--- src/rtl/shift_pkg.sv ---
// Shared definitions for the two-stage shift unit.
//   shift_mode_e : operation encodings carried on in_mode
//   STAGE_SPLIT  : divisor that sets how many low shamt bits the first stage
//                  consumes (SHW / STAGE_SPLIT); the second stage takes the rest
package shift_pkg;

  typedef enum logic [1:0] {
    MODE_SLL = 2'b00,
    MODE_SRL = 2'b01,
    MODE_SRA = 2'b10,
    MODE_ROL = 2'b11
  } shift_mode_e;

  localparam int STAGE_SPLIT = 2;

endpackage

--- src/rtl/shift_stage.sv ---
// Combinational partial shifter. Shifts data by (amt << OFFSET) positions in
// the selected mode and reports whether any 1 bit fell off the end.
//   data   : operand
//   amt    : the slice of the shift amount this stage is responsible for
//   mode   : SLL / SRL / SRA / ROL
//   res    : shifted data
//   flag   : OR of the bits shifted out (always 0 for ROL)
module shift_stage
  import shift_pkg::*;
#(
  parameter int WIDTH  = 8,
  parameter int AW     = 1,
  parameter int OFFSET = 0
) (
  input  logic [WIDTH-1:0] data,
  input  logic [AW-1:0]    amt,
  input  shift_mode_e      mode,
  output logic [WIDTH-1:0] res,
  output logic             flag
);

  localparam int SW = $clog2(WIDTH);

  logic [SW-1:0]        s;
  logic [2*WIDTH-1:0]   wide;

  // A double-width shift keeps the lost bits in the spare half, so the flag is
  // just an OR over that half. For SRA the MSB at this point is still the
  // original MSB, because any earlier stage filled with copies of it.
  always_comb begin
    s    = SW'(amt) << OFFSET;
    wide = '0;
    res  = data;
    flag = 1'b0;
    case (mode)
      MODE_SLL: begin
        wide = {{WIDTH{1'b0}}, data} << s;
        res  = wide[WIDTH-1:0];
        flag = |wide[2*WIDTH-1:WIDTH];
      end
      MODE_SRL: begin
        wide = {data, {WIDTH{1'b0}}} >> s;
        res  = wide[2*WIDTH-1:WIDTH];
        flag = |wide[WIDTH-1:0];
      end
      MODE_SRA: begin
        wide = $signed({data, {WIDTH{1'b0}}}) >>> s;
        res  = wide[2*WIDTH-1:WIDTH];
        flag = |wide[WIDTH-1:0];
      end
      MODE_ROL: begin
        wide = {data, data} << s;
        res  = wide[2*WIDTH-1:WIDTH];
        flag = 1'b0;
      end
      default: ;
    endcase
  end

endmodule

--- src/rtl/shift_unit.sv ---
// Two-stage pipelined barrel shifter with valid/ready handshakes.
// Stage 1 applies the low shamt bits, stage 2 the remaining high bits; the
// partial flag from stage 1 rides along and is ORed into the final flag.
//   clk, rst_n          : clock, async active-low reset
//   in_valid/in_ready   : operand handshake
//   in_data, in_shamt   : operand and shift amount (0..WIDTH-1)
//   in_mode             : 00 SLL, 01 SRL, 10 SRA, 11 ROL
//   out_valid/out_ready : result handshake
//   out_data, out_flag  : shifted result and shifted-out indicator
module shift_unit
  import shift_pkg::*;
#(
  parameter int WIDTH = 8,
  parameter int SHW   = $clog2(WIDTH)
) (
  input  logic             clk,
  input  logic             rst_n,
  input  logic             in_valid,
  output logic             in_ready,
  input  logic [WIDTH-1:0] in_data,
  input  logic [SHW-1:0]   in_shamt,
  input  logic [1:0]       in_mode,
  output logic             out_valid,
  input  logic             out_ready,
  output logic [WIDTH-1:0] out_data,
  output logic             out_flag
);

  localparam int LO = SHW / STAGE_SPLIT;
  localparam int HI = SHW - LO;

  logic              s1_valid;
  logic [WIDTH-1:0]  s1_data;
  logic              s1_flag;
  shift_mode_e       s1_mode;
  logic [HI-1:0]     s1_shamt_hi;

  logic              s2_valid;
  logic [WIDTH-1:0]  s2_data;
  logic              s2_flag;

  logic              s1_adv;
  logic              s2_adv;
  logic [WIDTH-1:0]  st1_res;
  logic              st1_flag;
  logic [WIDTH-1:0]  st2_res;
  logic              st2_flag;

  assign s2_adv   = !s2_valid || out_ready;
  assign s1_adv   = s2_adv || !s1_valid;
  assign in_ready = !s1_valid || s1_adv;

  shift_stage #(.WIDTH(WIDTH), .AW(LO), .OFFSET(0)) u_stage1 (
    .data (in_data),
    .amt  (in_shamt[LO-1:0]),
    .mode (shift_mode_e'(in_mode)),
    .res  (st1_res),
    .flag (st1_flag)
  );

  shift_stage #(.WIDTH(WIDTH), .AW(HI), .OFFSET(LO)) u_stage2 (
    .data (s1_data),
    .amt  (s1_shamt_hi),
    .mode (s1_mode),
    .res  (st2_res),
    .flag (st2_flag)
  );

  always_ff @(posedge clk or negedge rst_n) begin
    if (!rst_n) begin
      s1_valid    <= 1'b0;
      s1_data     <= '0;
      s1_flag     <= 1'b0;
      s1_mode     <= MODE_SLL;
      s1_shamt_hi <= '0;
    end else if (s1_adv) begin
      s1_valid <= in_valid;
      if (in_valid) begin
        s1_data     <= st1_res;
        s1_flag     <= st1_flag;
        s1_mode     <= shift_mode_e'(in_mode);
        s1_shamt_hi <= in_shamt[SHW-1:LO];
      end
    end
  end

  // S2 only loads when it advances, which keeps the output stable under
  // backpressure.
  always_ff @(posedge clk or negedge rst_n) begin
    if (!rst_n) begin
      s2_valid <= 1'b0;
      s2_data  <= '0;
      s2_flag  <= 1'b0;
    end else if (s2_adv) begin
      s2_valid <= s1_valid;
      if (s1_valid) begin
        s2_data <= st2_res;
        s2_flag <= s1_flag | st2_flag;
      end
    end
  end

  assign out_valid = s2_valid;
  assign out_data  = s2_data;
  assign out_flag  = s2_flag;

endmodule

--- config.mk ---
export PLATFORM = sky130hd
export DESIGN_NAME = shift_unit
export DESIGN_NICKNAME = d
export VERILOG_FILES = /design/src/rtl/shift_pkg.sv /design/src/rtl/shift_stage.sv /design/src/rtl/shift_unit.sv
export SDC_FILE = /design/constraint.sdc
export NUM_CORES = 1
export LEC_CHECK = 0
export BUFFER_PORTS_ARGS = -buffer_cell sky130_fd_sc_hd__buf_4
export CORE_ASPECT_RATIO = 0.75
export CORE_MARGIN = 4
export CORE_UTILIZATION = 35
export DETAILED_ROUTE_END_ITERATION = 12
export GPL_TIMING_DRIVEN = 0
export MAX_ROUTING_LAYER = met4
export SLEW_MARGIN = 20
export SYNTH_ARGS = -nofsm -noshare
export SYNTH_HDL_FRONTEND = slang
export SYNTH_HIERARCHICAL = 1
export SYNTH_SLANG_ARGS = --single-unit
--- constraint.sdc ---
create_clock -name clk -period 1.6 [get_ports clk]
set_input_delay 0.32 -clock clk [delete_from_list [all_inputs] [get_ports clk]]
set_output_delay 0.32 -clock clk [all_outputs]
set_load 0.01 [all_outputs]
==> results of run 1 <==
per-stage QoR:
step | setup TNS [ns] | std cells | hold WS [ns]
2_1_floorplan | 0 | 195 | 0.0244
6_report | 0 | 287 | 0.275
5_1_grt | -0.337 | 287 | 0.270
4_1_cts | 0 | 286 | 0.274
3_5_place_dp | -1.04 | 281 | 0.244
3_3_place_gp | -1.01 | 281 | 0.243
path summary, 6_finish.rpt:
kind | startpoint | endpoint | cells after the start
worst max-delay path | s1_mode[0]$_DFFE_PN0P_ | out_data[2]$_DFFE_PN0P_ | 6
worst min-delay path | in_valid | s1_valid$_DFFE_PN0P_ | 2
worst max register to register | s1_mode[0]$_DFFE_PN0P_ | out_data[2]$_DFFE_PN0P_ | 6
worst min register to register | out_data[6]$_DFFE_PN0P_ | out_data[6]$_DFFE_PN0P_ | 1
max in group asynchronous | rst_n | s1_mode[1]$_DFFE_PN0P_ | 2
min in group asynchronous | rst_n | out_valid$_DFFE_PN0P_ | 2
power groups by stage:
stage	clock network [mW]	registers (mW)	logic, mW
after CTS	0.376	0.945	1.19
final	0.356	0.952	1.22
after detailed placement	0	0.930	1.13
after global routing	0.407	0.984	1.35
after global placement	0	0.930	1.13
after floorplan	0	0.945	0.717
flip-flops by register name, indices dropped and copies added, names as in the netlist:
register,cells
s1_data,8
out_valid,1
s1_flag,1
s1_valid,1
out_data,8
out_flag,1
s1_mode,2
s1_shamt_hi,2
cells by family (layout without fill, tap and decap cells):
family / Yosys count / in the layout / share of synthesized area (%)
compound gates: 53 / 53 / 20.3
xor+xnor: 4 / 4 / 2.79
buf+inv: 19 / 51 / 5.50
flops: 24 / 24 / 33.4
mux: 30 / 30 / 20.4
simple gates: 65 / 65 / 17.6
critical path: cells and delay by family (launching register included):
family / cells / cell delay [ns]
AO/OA/AOI/OAI: 1 / 0.18
flip-flops: 1 / 0.39
multiplexers: 1 / 0.25
buffers and inverters: 2 / 0.33
AND/OR/NAND/NOR: 2 / 0.33
Yosys cell counts:
cell type  count
o22ai_1        1
mux2_4        10
buf_4          1
xor2_2         2
mux2_2        13
a2bb2oi_1      1
o21a_1         1
and3_1         2
nor2_1        18
a211o_1        1
o311ai_0       1
and3b_1        1
a21o_1         1
nand2_4        1
o31ai_1        2
clkbuf_1       5
a32o_1         2
nand3_1        5
xnor2_1        2
o211ai_1       3
a31oi_1        9
mux2i_1        7
o22a_1         3
nand2b_1       6
a311o_1        2
o21ai_0        8
o32ai_1        1
a22oi_1        1
and2_1         1
buf_12         1
o221ai_1       2
nor2b_1        5
buf_2          6
inv_1          6
a211oi_1       2
nand2_2        1
o31a_1         2
nand2_1       24
nand3b_4       1
dfrtp_1       24
a21oi_1       10
cell type report:
| cell class | instances | share of cell area (%) |
|---|---|---|
| clock buffers | 3 | 1.85 |
| flip-flops and latches | 24 | 27.1 |
| repair buffers | 31 | 10.5 |
| well taps | 60 | 3.37 |
| multi-input cells | 152 | 52.0 |
| inverters | 6 | 1.01 |
| plain buffers | 11 | 4.04 |
timing repair:
action	4_1_cts	5_1_grt
pin swaps	1	0
buffers inserted	3	1
hold endpoints to repair	24	0
setup endpoints to repair	9	9
gates resized for setup	17	11
hold buffers	1	0
layout by cell type, fill, tap and decap left out, types with 2 or more instances in the layout:
cell,count
mux2i_1,5
nand2_1,24
o211ai_1,3
a211oi_2,2
mux2_2,13
inv_1,6
o31ai_1,2
buf_6,2
and3_1,2
dfrtp_2,4
nand3_1,5
o221ai_1,2
nor2_1,18
clkbuf_8,3
nand2b_1,6
o31a_1,2
a32o_1,2
a31oi_1,9
a21oi_1,9
o21ai_0,8
nor2b_1,4
mux2_4,10
a311o_1,2
o22a_1,3
dfrtp_1,20
clkbuf_1,2
buf_4,34
routing by layer:
layer  GRT usage [%]  wire, um  part of all wire, %
met5               -         0                    0
met3            3.55       337                  7.5
met1            23.6      2260                   50
met2            20.2      1900                   42
met4            1.53        15                 0.33
==> metrics.yaml, run 1 <==
drive_above_1_share_pct: 35.7
antenna_found_initial: 0
start_util_pct: 36.5
critPathLaunchType: "register"
grt_first_pass_wirelength_um: 7780
yosysTopAreaCell: "dfrtp_1"
fin_worst_skew_ns: 0.00151
post-route-min-period_ns: 1.60
period_share_pct: 99.8
required_ns: 1.75
num_antenna_cells: 0
fmax_mhz: 626
numCtsBuffers: 3
drv_slew: 0
critPathKind: "reg2reg"
ys_top_cells_by_area: "dfrtp_1 (33%), mux2_4 (8.4%), mux2_2 (8.1%)"
final_area_mm2: 0.00223
place.gp.congestion: 0.829
hp-class: "in2reg"
ir_drop_mv: 0.631
p_int_mw: 1.61
switching_share_pct: 36.5
drc: 0
hold_viol_final: 0
syn_to_final_growth_pct: 24.2
fin_util_pct: 45.3
grt_pass1_vias: 1518
status: "complete, no violations"
nFillCells: 480
vias: 1602
syn-num-nets: 212
synth_warnings: 6
path_common_cell: "nor2_1"
r2r_setup_slack_ns: 0.003
crit_slowest_cell: "dfrtp_1"
synth_seq_area_share_pct: 33.4
routed_wirelength_um: 4510
place_area_mm2: 0.00207
core_area_mm2: 0.00493
post_drt_wl_per_cell_um: 15.7
synth_area_per_cell_um2: 9.21
power_density_mw_per_mm2: 1140
gr-total-overflow: 0
netSwitchingPower_mw: 0.924
synth_top_area_share_pct: 33.4
worst_slack_ns: 0.00322
cp.arrival_ns: 1.75
rsz0062_at_grt: "yes"
clk_latency_ns: 0.26
p_comb_share_pct: 48.4
setup.worst_path.end_class: "register"
hpwl_um: 3280
port-buffer-count: 26
p_leak_nw: 1.00
nets: 246
relSlewSlack_pct: 62.9
drtPass1Iterations: 4
grtUsageTotal_pct: 15.2
ant_nets: 0
cts_tree: "yes"
ys_ff_latch: 24
vias_per_cell: 5.58
die_w_um: 90.7
die_h_um: 70.1
slowest_delay_ns: 0.39
dieArea_mm2: 0.00636
h-tree-depth: 1
io_pins: 28
seqPwrFrac_pct: 37.6
clkSinkCount: 24
synth_area_mm2: 0.00180
crit_chain: "buf_6 -> buf_2 -> nor2_1 -> o22a_1 -> nor2_1 -> mux2_2"
clk_pin_slew_ns: 0.08
clockBufferDepth: 2
rows: 22
clockPowerShare_pct: 14.1
grt_max_degree: 25
place_ws_ns: -0.171
synth_cell_types: 41
setup_viol: 0
multi_input_area_mm2: 0.00116
syn_inst: 195
critPathMaxFanout: 10
max_cap_violations: 0
first_iter_violations: 123
finalPower_mw: 2.53
cts_root_buf: "clkbuf_8"
tightestPinTransition_ns: 0.552
seq_area_um2: 606
(Power assumes the default switching activity.)
==> inputs of run 2 (changes only) <==
Settings changed: ABC_AREA from default to 1, HOLD_SLACK_MARGIN from default to 0.08.
==> run 2 against run 1 <==
Sequential power down 8.4%. Hold slack better by 0.0023 ns. Flip-flop and latch count unchanged. Global-route usage down 0.21 points. Power down 6.4%. Setup slack better by 0.082 ns. Highest routed layer unchanged. Clock skew up 0.0033 ns. Non-clock buffer count down 4.
==> metrics.yaml, run 2 <==
hp-class: "in2reg"
ant_nets: 0  # unchanged
synth_seq_area_share_pct: 32.3  # -1.1 points
post-route-min-period_ns: 1.52  # -0.0815 ns
synth_area_per_cell_um2: 6.26  # -32%
clkSinkCount: 24  # unchanged
die_h_um: 71.1  # +1.5%
h-tree-depth: 1  # unchanged
grt_first_pass_wirelength_um: 7900  # +1.6%
clk_pin_slew_ns: 0.09  # about the same
syn-num-nets: 314  # +48%
finalPower_mw: 2.37  # -6.4%
dieArea_mm2: 0.00655  # +3.1%
num_antenna_cells: 0  # unchanged
hpwl_um: 3650  # +11%
synth_warnings: 6  # unchanged
place_area_mm2: 0.00214  # +3.7%
core_area_mm2: 0.00501  # +1.7%
synth_flop_cell: "dfrtp_1"
final_area_mm2: 0.00222  # -0.34%
ff2ff_path_depth: 11  # +5
ys_top_cells_by_count: "nand2_1 (137), nand3_1 (45), dfrtp_1 (24)"
yosysTopAreaCell: "dfrtp_1"
synth_edf_count: 0  # unchanged
max_cap_violations: 0  # unchanged
ir_drop_mv: 0.419  # -34%
syn_inst: 297  # +52%
nFillCells: 567  # +18%
setup_tns_ns: 0  # unchanged
clk_latency_ns: 0.27  # about the same
required_ns: 1.77  # +0.02 ns
gr-total-overflow: 0  # unchanged
rsz0062_at_grt: "no"
vias: 1938  # +21%
p_leak_nw: 1.28  # +27%
syn_to_final_growth_pct: 19.7
routed_wirelength_um: 4600  # +1.9%
setup_viol: 0  # unchanged
drc: 0  # unchanged
place.gp.congestion: 0.883  # +6.5%
ys_top_cells_by_area: "dfrtp_1 (32%), nand2_1 (28%), nand3_1 (12%)"
first_iter_violations: 174  # +41%
io_pins: 28  # unchanged
port-buffer-count: 26  # unchanged
drive_above_1_share_pct: 19.2  # -16 points
nets: 346  # +41%
fin_worst_skew_ns: 0.00484  # +0.00333 ns
cts_tree: "yes"
synth_area_mm2: 0.00186  # +3.4%
mostFrequentLayoutCells: "nand2_1 (135), nand3_1 (45), buf_4 (27)"
synth_top_area_share_pct: 32.3  # -1.1 points
multi_input_area_mm2: 0.00107  # -7.5%
grt_max_degree: 25  # unchanged
post_drt_wl_per_cell_um: 11.5  # -27%
critPathMaxFanout: 10  # unchanged
setup.worst_path.end_class: "register"
ys_ff_latch: 24  # unchanged
fmax_mhz: 660  # +5.4%
numCtsBuffers: 3  # unchanged
antenna_found_initial: 0  # unchanged
min_path_cells: 3  # +1
final_common_cell: "nand2_1"
drv_slew: 0  # unchanged
status: "complete, no violations"
cts_root_buf: "clkbuf_8"
hold_ws_ns: 0.277  # +0.00231 ns
vias_per_cell: 4.85  # -13%
clockBufferDepth: 2  # unchanged
rows: 22  # unchanged
start_util_pct: 37.1  # +0.62 points
critPathLaunchType: "register"
seq_area_um2: 601  # -0.83%
synth_cell_types: 23  # -44%
place_ws_ns: 0.0611  # +0.232 ns
yosysMostFrequentCell: "nand2_1"
async_reset_ff_share_pct: 100  # unchanged
grt_pass1_vias: 1735  # +14%
power_density_mw_per_mm2: 1070  # -6.0%
drtPass1Iterations: 5  # +1
relSlewSlack_pct: 78.8  # +16 points
period_share_pct: 94.7  # -5.1 points
die_w_um: 92.1  # +1.5%
grtUsageTotal_pct: 15.0  # -0.21 points
cp.arrival_ns: 1.68  # -0.07 ns
critPathKind: "reg2reg"
hold_viol_final: 0  # unchanged
worst_slack_ns: 0.0847  # +0.0815 ns
tightestPinTransition_ns: 0.318  # -0.234 ns
## run 2: cell count changes in the layout (fill, tap and decap cells not counted), moves of 5 or more
| cell | delta |
|---|---|
| a21oi_1 | -6 |
| a31oi_1 | -9 |
| nand2_2 | +8 |
| mux2i_1 | -5 |
| nand2b_1 | -6 |
| inv_1 | +15 |
| mux2_2 | -13 |
| buf_4 | -7 |
| nand2_1 | +111 |
| o21ai_1 | +7 |
| nand3_1 | +40 |
| mux2_4 | -10 |
## run 2: final timing paths
path	startpoint	to	slack (ns)
setup / recovery	s1_shamt_hi[0]$_DFFE_PN0P_	out_flag$_DFFE_PN0P_	0.08
hold / removal	in_shamt[2]	s1_shamt_hi[1]$_DFFE_PN0P_	0.28
setup reg to reg	s1_shamt_hi[0]$_DFFE_PN0P_	out_flag$_DFFE_PN0P_	0.08
hold reg to reg	s1_shamt_hi[1]$_DFFE_PN0P_	s1_shamt_hi[1]$_DFFE_PN0P_	0.47
max in group asynchronous	rst_n	out_flag$_DFFE_PN0P_	0.88
min in group asynchronous	rst_n	out_data[0]$_DFFE_PN0P_	0.48
## run 2: power breakdown
part | switching, mW | total (mW) | internal [mW]
Clock | 0.205 | 0.425 | 0.220
Sequential | 0.117 | 0.872 | 0.755
Combinational | 0.619 | 1.07 | 0.455
## run 2: area by class of cell
cell class / instances / area share (%)
inverters: 24 / 4.16
well taps: 72 / 4.05
flip-flops and latches: 24 / 27.0
clock buffers: 4 / 2.48
plain buffers: 10 / 4.45
multi-input cells: 238 / 48.3
repair buffers: 28 / 9.57
## run 2: cells by family (layout without fill, tap and decap cells)
logic type      Yosys count  count (layout)  share of synthesized area [%]
buf+inv                  35              66                           10.6
compound gates           22              22                           6.67
flops                    24              24                           32.3
simple gates            216             216                           50.4
## run 2: repair_timing
action | 4_1_cts | 5_1_grt
setup buffers | 0 | 1
endpoints found under the hold margin | 24 | 0
resized for setup | 0 | 6
hold buffers | 1 | 0
setup endpoints to repair | 0 | 6
## run 2: layer usage
layer,wire length (um),track usage [%],vias up,part of all wire (%)
met5,0,-,-,0
met4,23,1.98,0,0.50
met3,253,2.98,4,5.5
met2,1870,22.2,56,41
met1,2450,21.7,872,53
li1,-,-,1006,-
## run 2: stage by stage
stage | std cells | util, %
global placement | 395 | 42.8
floorplan | 297 | -
detailed placement | 395 | 42.8
finish | 400 | 44.4
global route | 400 | 44.4
CTS | 400 | 44.1
## run 2: critical path: stages (launching register included)
cell and delay (ns):
dfrtp_1 0.38, buf_6 0.15, inv_4 0.05, buf_12 0.14, nand2_2 0.06, nand2_1 0.07
nand2_1 0.08, nand3_1 0.10, o21ai_1 0.12, nand2_1 0.08, nor2_2 0.11, o21ai_2 0.07
